$ cat src/rtl/pll_reset_seq.sv
// Lock-qualified reset sequencer: synchronises pll_locked, waits for a stable lock, then
// releases domain resets in staggered order; lock loss or a software request re-sequences.
module pll_reset_seq #(
  parameter int NUM_DOMAINS      = 3,
  parameter int STABLE_CYCLES    = 1024,
  parameter int STAGGER_CYCLES   = 16,
  parameter int SYNC_STAGES      = 2,
  parameter int LOSS_COUNT_WIDTH = 8
) (
  input  logic                        clock_in,
  input  logic                        reset_n,
  input  logic                        pll_locked,
  input  logic                        sw_reset_req,
  output logic [NUM_DOMAINS-1:0]      domain_reset_n,
  output logic                        all_ready,
  output logic [LOSS_COUNT_WIDTH-1:0] lock_loss_count,
  output logic [1:0]                  state
);

  localparam int STW = (STABLE_CYCLES  > 1) ? $clog2(STABLE_CYCLES)  : 1;
  localparam int SGW = (STAGGER_CYCLES > 1) ? $clog2(STAGGER_CYCLES) : 1;
  localparam logic [STW-1:0] STAB_LAST = STW'(STABLE_CYCLES - 1);
  localparam logic [SGW-1:0] STAG_LAST = SGW'(STAGGER_CYCLES - 1);

  typedef enum logic [1:0] {
    WAIT_LOCK = 2'd0,
    STABILIZE = 2'd1,
    RELEASE   = 2'd2,
    RUN       = 2'd3
  } state_t;

  logic [SYNC_STAGES-1:0]      sync_q;
  logic                        locked_s;
  state_t                      state_q;
  logic [NUM_DOMAINS-1:0]      dom_q;
  logic                        rdy_q;
  logic [LOSS_COUNT_WIDTH-1:0] loss_q;
  logic [STW-1:0]              stab_q;
  logic [SGW-1:0]              stag_q;

  always_ff @(posedge clock_in or negedge reset_n) begin
    if (!reset_n) begin
      sync_q <= '0;
    end else begin
      sync_q <= {sync_q[SYNC_STAGES-2:0], pll_locked};
    end
  end

  assign locked_s = sync_q[SYNC_STAGES-1];

  always_ff @(posedge clock_in or negedge reset_n) begin
    if (!reset_n) begin
      state_q <= WAIT_LOCK;
      dom_q   <= '0;
      rdy_q   <= 1'b0;
      loss_q  <= '0;
      stab_q  <= '0;
      stag_q  <= '0;
    end else begin
      case (state_q)
        WAIT_LOCK: begin
          if (locked_s) begin
            state_q <= STABILIZE;
            stab_q  <= '0;
          end
        end
        STABILIZE: begin
          if (!locked_s) begin
            state_q <= WAIT_LOCK;
          end else if (sw_reset_req) begin
            stab_q <= '0;
          end else if (stab_q == STAB_LAST) begin
            state_q <= RELEASE;
            dom_q   <= NUM_DOMAINS'(1);
            stag_q  <= '0;
          end else begin
            stab_q <= stab_q + 1'b1;
          end
        end
        RELEASE, RUN: begin
          // Lock loss takes priority over a simultaneous software request.
          if (!locked_s) begin
            state_q <= WAIT_LOCK;
            dom_q   <= '0;
            rdy_q   <= 1'b0;
            if (~&loss_q) loss_q <= loss_q + 1'b1;
          end else if (sw_reset_req) begin
            state_q <= STABILIZE;
            stab_q  <= '0;
            dom_q   <= '0;
            rdy_q   <= 1'b0;
          end else if (state_q == RELEASE) begin
            if (&dom_q) begin
              state_q <= RUN;
              rdy_q   <= 1'b1;
            end else if (stag_q == STAG_LAST) begin
              // Thermometer shift keeps released bits monotone, bit 0 first.
              dom_q  <= (dom_q << 1) | NUM_DOMAINS'(1);
              stag_q <= '0;
            end else begin
              stag_q <= stag_q + 1'b1;
            end
          end
        end
        default: state_q <= WAIT_LOCK;
      endcase
    end
  end

  assign domain_reset_n  = dom_q;
  assign all_ready       = rdy_q;
  assign lock_loss_count = loss_q;
  assign state           = state_q;

endmodule

$ cat config.mk
export PLATFORM = sky130hd
export DESIGN_NAME = pll_reset_seq
export DESIGN_NICKNAME = d
export VERILOG_FILES = /design/src/rtl/pll_reset_seq.sv
export SDC_FILE = /design/constraint.sdc
export NUM_CORES = 1
export LEC_CHECK = 0
export ABC_AREA = 1
export BUFFER_PORTS_ARGS = -buffer_cell sky130_fd_sc_hd__buf_4
export CORE_UTILIZATION = 29
export CTS_CLUSTER_DIAMETER = 150
export DETAILED_ROUTE_END_ITERATION = 10
export PLACE_DENSITY = 0.54
export SLEW_MARGIN = 0
export SYNTH_ARGS = -nofsm -noshare
export SYNTH_HDL_FRONTEND = slang
export SYNTH_SLANG_ARGS = --single-unit
$ cat constraint.sdc
create_clock -name clock_in -period 2.5 [get_ports clock_in]
set_clock_uncertainty 0.05 [all_clocks]
set_input_delay 0.375 -clock clock_in [delete_from_list [all_inputs] [get_ports clock_in]]
set_output_delay 0.375 -clock clock_in [all_outputs]
set_load 0.01 [all_outputs]
==> results by group <==
Clock tree
  – Cts repair resizes: 0
  – Clock tree from TritonCTS: done
  – H-tree levels: 2
  – Worst skew pair latency: between 0.2 and 0.3 ns
  – CTS sink cnt: 30
  – # hold bufs at CTS: 1
  – CTS root buf: clkbuf_8
  – Register clock-pin slew on the reported worst setup and hold paths: 0.06 ns
  – Clock buffer depth: 2
  – Postcts setup bufs: 0
  – Total CTS buffers: 5

GRT
  – Gr ovfl total: 0
  – First-pass GRT wire length: ~6.1 mm
  – Total GRT Usage: about an eighth
  – Number of global-route vias before repair: 1344
  – Largest net degree at the start of global routing: 31
  – Initial antenna violation count: 0

STA
  – Final hold violation count: 0
  – Worst-Margin Slew: approximately 0.4 ns
  – Setup TNS: 0 ns
  – Min cycle time layout: 1.611 ns
  – Max Freq: 0.6206 GHz
  – Worst slew margin: 73.22%
  – Period utilization: 64.45%
  – RSZ-0062 raised after global routing: no
  – Pins over their slew limit: 0
  – Final setup fails: 0
  – Final setup margin: 0.8887 ns

Die
  – Die area: 6307 um2
  – Initial core utilization: 30.81%
  – Die Y: 79.42 um
  – # IOs: 18
  – FP Rows: 27
  – Die width: 79.42 um
  – Core area: 5642 um2

Worst setup path
  – Slowest stage delay, CP: 0.39 ns
  – Critical path cell sequence: ha_1, nand2_1, nor2_4, nand4_1, nand2_2, inv_2, nand2_1, o21ai_0
  – Crit-path slowest cell: dfrtp_1
  – CP max FO: 13
  – CP required: 2.62 ns
  – Kind of critical path: flip-flop to flip-flop
  – Most frequent cell on the critical path: nand2_1
  – Critical Path End Type: flip-flop
  – Critical Path Source Type: flip-flop
  – R2R setup slack: 0.89 ns
  – Critical Path AT: 1.73 ns

Finish
  – Final net count: 256
  – Footprint of the multi-input gates: approximately 900 um2
  – N_diodes: 0
  – Post-Layout Cell Count: 322
  – P&R area growth vs syn: 17.71%
  – Fillcell total: 582
  – Layout cells sized above 1: 19.20%
  – Most frequent cells in the layout: nand2_1, dfrtp_1, nor2_1, inv_1
  – Sequential Area: 750.7 um2
  – Final Util: around 36%
  – Commonest non-fill, non-tap cell in the layout: nand2_1

Placed design
  – Buffers added on ports: 17
  – Placed insts: 313
  – Final HPWL DP: ~2.5 mm
  – Post-Place Worst Slack: 0.8961 ns
  – GP Congestion: 0.7334

Routing
  – Final ANT Viol Nets: 0
  – Drt drc: 0
  – DR WL/cell: between 10 and 15 um
  – DR vias/cell: 4.407
  – Final WL: 3.491 mm
  – DRT Pass-1 Iters: 4
  – DR iter-0 viols: 58
  – Vias: ~1400

Power
  – Logic pwr share: 31.6%
  – Sw Share: 37.68%
  – Lkg Pwr: 0.9740 nW
  – Pwr dens: just under 800 nW/um2
  – Sw power: 606.5 uW
  – Cell Int Power: roughly 1 mW
  – Max IR drop VDD: approximately 0.34 mV
  – Sequential Power Share: 42.7%
  – Clock share of power: 25.7%

Synth
  – Unique masters post-synth: 26
  – Synthesized area per cell: 7.724 um2
  – Area leader, netlist: dfrtp_1
  – Post-Syn Nets: 232
  – Part of the Yosys area used for sequential elements: 43.20%
  – Mapped Cells: about 230
  – Syn. warnings: 0
  – Mapped Area: approximately 1700 um2
  – Synth top area cells: dfrtp_1, nand2_1, nor2_1
  – Synth Register Bits: 30
  – Top-area cell type share of the netlist area: 43.20%

Worst hold path
  – Hold WC Path Type: primary input to flip-flop

Run status
  – Status: complete, no violations

Flow run
  – Max cap viols: 0
==> layer usage <==
metal / GRT usage [%] / vias to the layer above / part of all wire, %
met2: 18.97 / 19 / 42
met5: 0 / - / 0
met1: 16.54 / 630 / 52
met3: 4.686 / 5 / 3.7
li1: - / 765 / -
met4: 6.545 / 0 / 2.2
==> cells in the mapped netlist <==
| master | count |
|---|---|
| a21oi_2 | 1 |
| nor3b_1 | 1 |
| a21oi_1 | 2 |
| nor3_1 | 3 |
| inv_1 | 19 |
| nor2_4 | 5 |
| xnor2_1 | 3 |
| nand2_1 | 69 |
| inv_2 | 6 |
| ha_1 | 3 |
| o21ai_1 | 8 |
| inv_4 | 1 |
| nand3_2 | 1 |
| o21ai_4 | 2 |
| nand3b_1 | 3 |
| xor2_1 | 7 |
| dfrtp_1 | 30 |
| nand2_2 | 5 |
| nand4_1 | 5 |
| a31oi_1 | 1 |
| nand3_1 | 17 |
| nor2_2 | 2 |
| o21ai_0 | 6 |
| buf_6 | 1 |
| nor2_1 | 23 |
| or2_2 | 1 |
==> cell type report <==
cell class                      count  share of cell area (%)
Tap cell                           72                   4.404
Inverter                           26                   4.893
Multi-Input combinational cell    168                   42.81
Sequential cell                    30                   36.70
Timing Repair Buffer               18                   6.728
Clock inverter                      1                  0.2446
Clock buffer                        7                   4.220
==> flip-flops by register name, summed over array words and instances, names as in the netlist <==
name	count
all_ready	1
domain_reset_n	3
lock_loss_count	8
stab_q	10
stag_q	4
state	2
sync_q	2
==> power groups by stage <==
stage | sequential (mW) | clock (mW) | combinational, mW
after floorplan | 0.700 | 0 | 0.315
after global placement | 0.697 | 0 | 0.512
after detailed placement | 0.701 | 0 | 0.514
after CTS | 0.692 | 0.425 | 0.517
after global routing | 0.707 | 0.452 | 0.582
final | 0.687 | 0.413 | 0.509
==> worst paths after layout <==
kind / startpoint / end / depth (start not counted)
max: stab_q[0]$_DFFE_PN0P_ / stab_q[3]$_DFFE_PN0P_ / 8
max in group asynchronous: reset_n / lock_loss_count[5]$_DFFE_PN0P_ / 2
max reg2reg: stab_q[0]$_DFFE_PN0P_ / stab_q[3]$_DFFE_PN0P_ / 8
min in group asynchronous: reset_n / stag_q[3]$_DFFE_PN0P_ / 2
min: pll_locked / sync_q[0]$_DFF_PN0_ / 1
min reg2reg: sync_q[0]$_DFF_PN0_ / sync_q[1]$_DFF_PN0_ / 0
==> through the flow <==
stage                     power, mW  hold WS [ns]  cell area (um2)
after floorplan               1.015       0.02941             1738
after global placement        1.209        0.2891             1944
after detailed placement      1.215        0.2886             1944
after CTS                     1.634        0.1400             2046
after global routing          1.742        0.1240             2046
final                         1.610        0.1437             2046
==> worst max-delay path, delay by kind of cell (launching register included) <==
family                     cells  cell delay [ns]
buffers and inverters          1             0.11
AOI/OAI and AO/OA              1             0.07
adders and majority gates      1             0.19
and+or+nand+nor                5             0.68
DFF                            1             0.39
==> cells by family (layout without fill, tap and decap cells) <==
family / count (synthesis) / in the layout / share of synthesized area (%)
and+or+nand+nor: 135 / 135 / 35.85
DFF: 30 / 30 / 43.20
buffers and inverters: 27 / 52 / 6.408
AOI/OAI and AO/OA: 20 / 20 / 7.344
xor gates and xnor gates: 10 / 10 / 5.040
adders and majority gates: 3 / 3 / 2.160
Power figures use the tool's default switching activity.
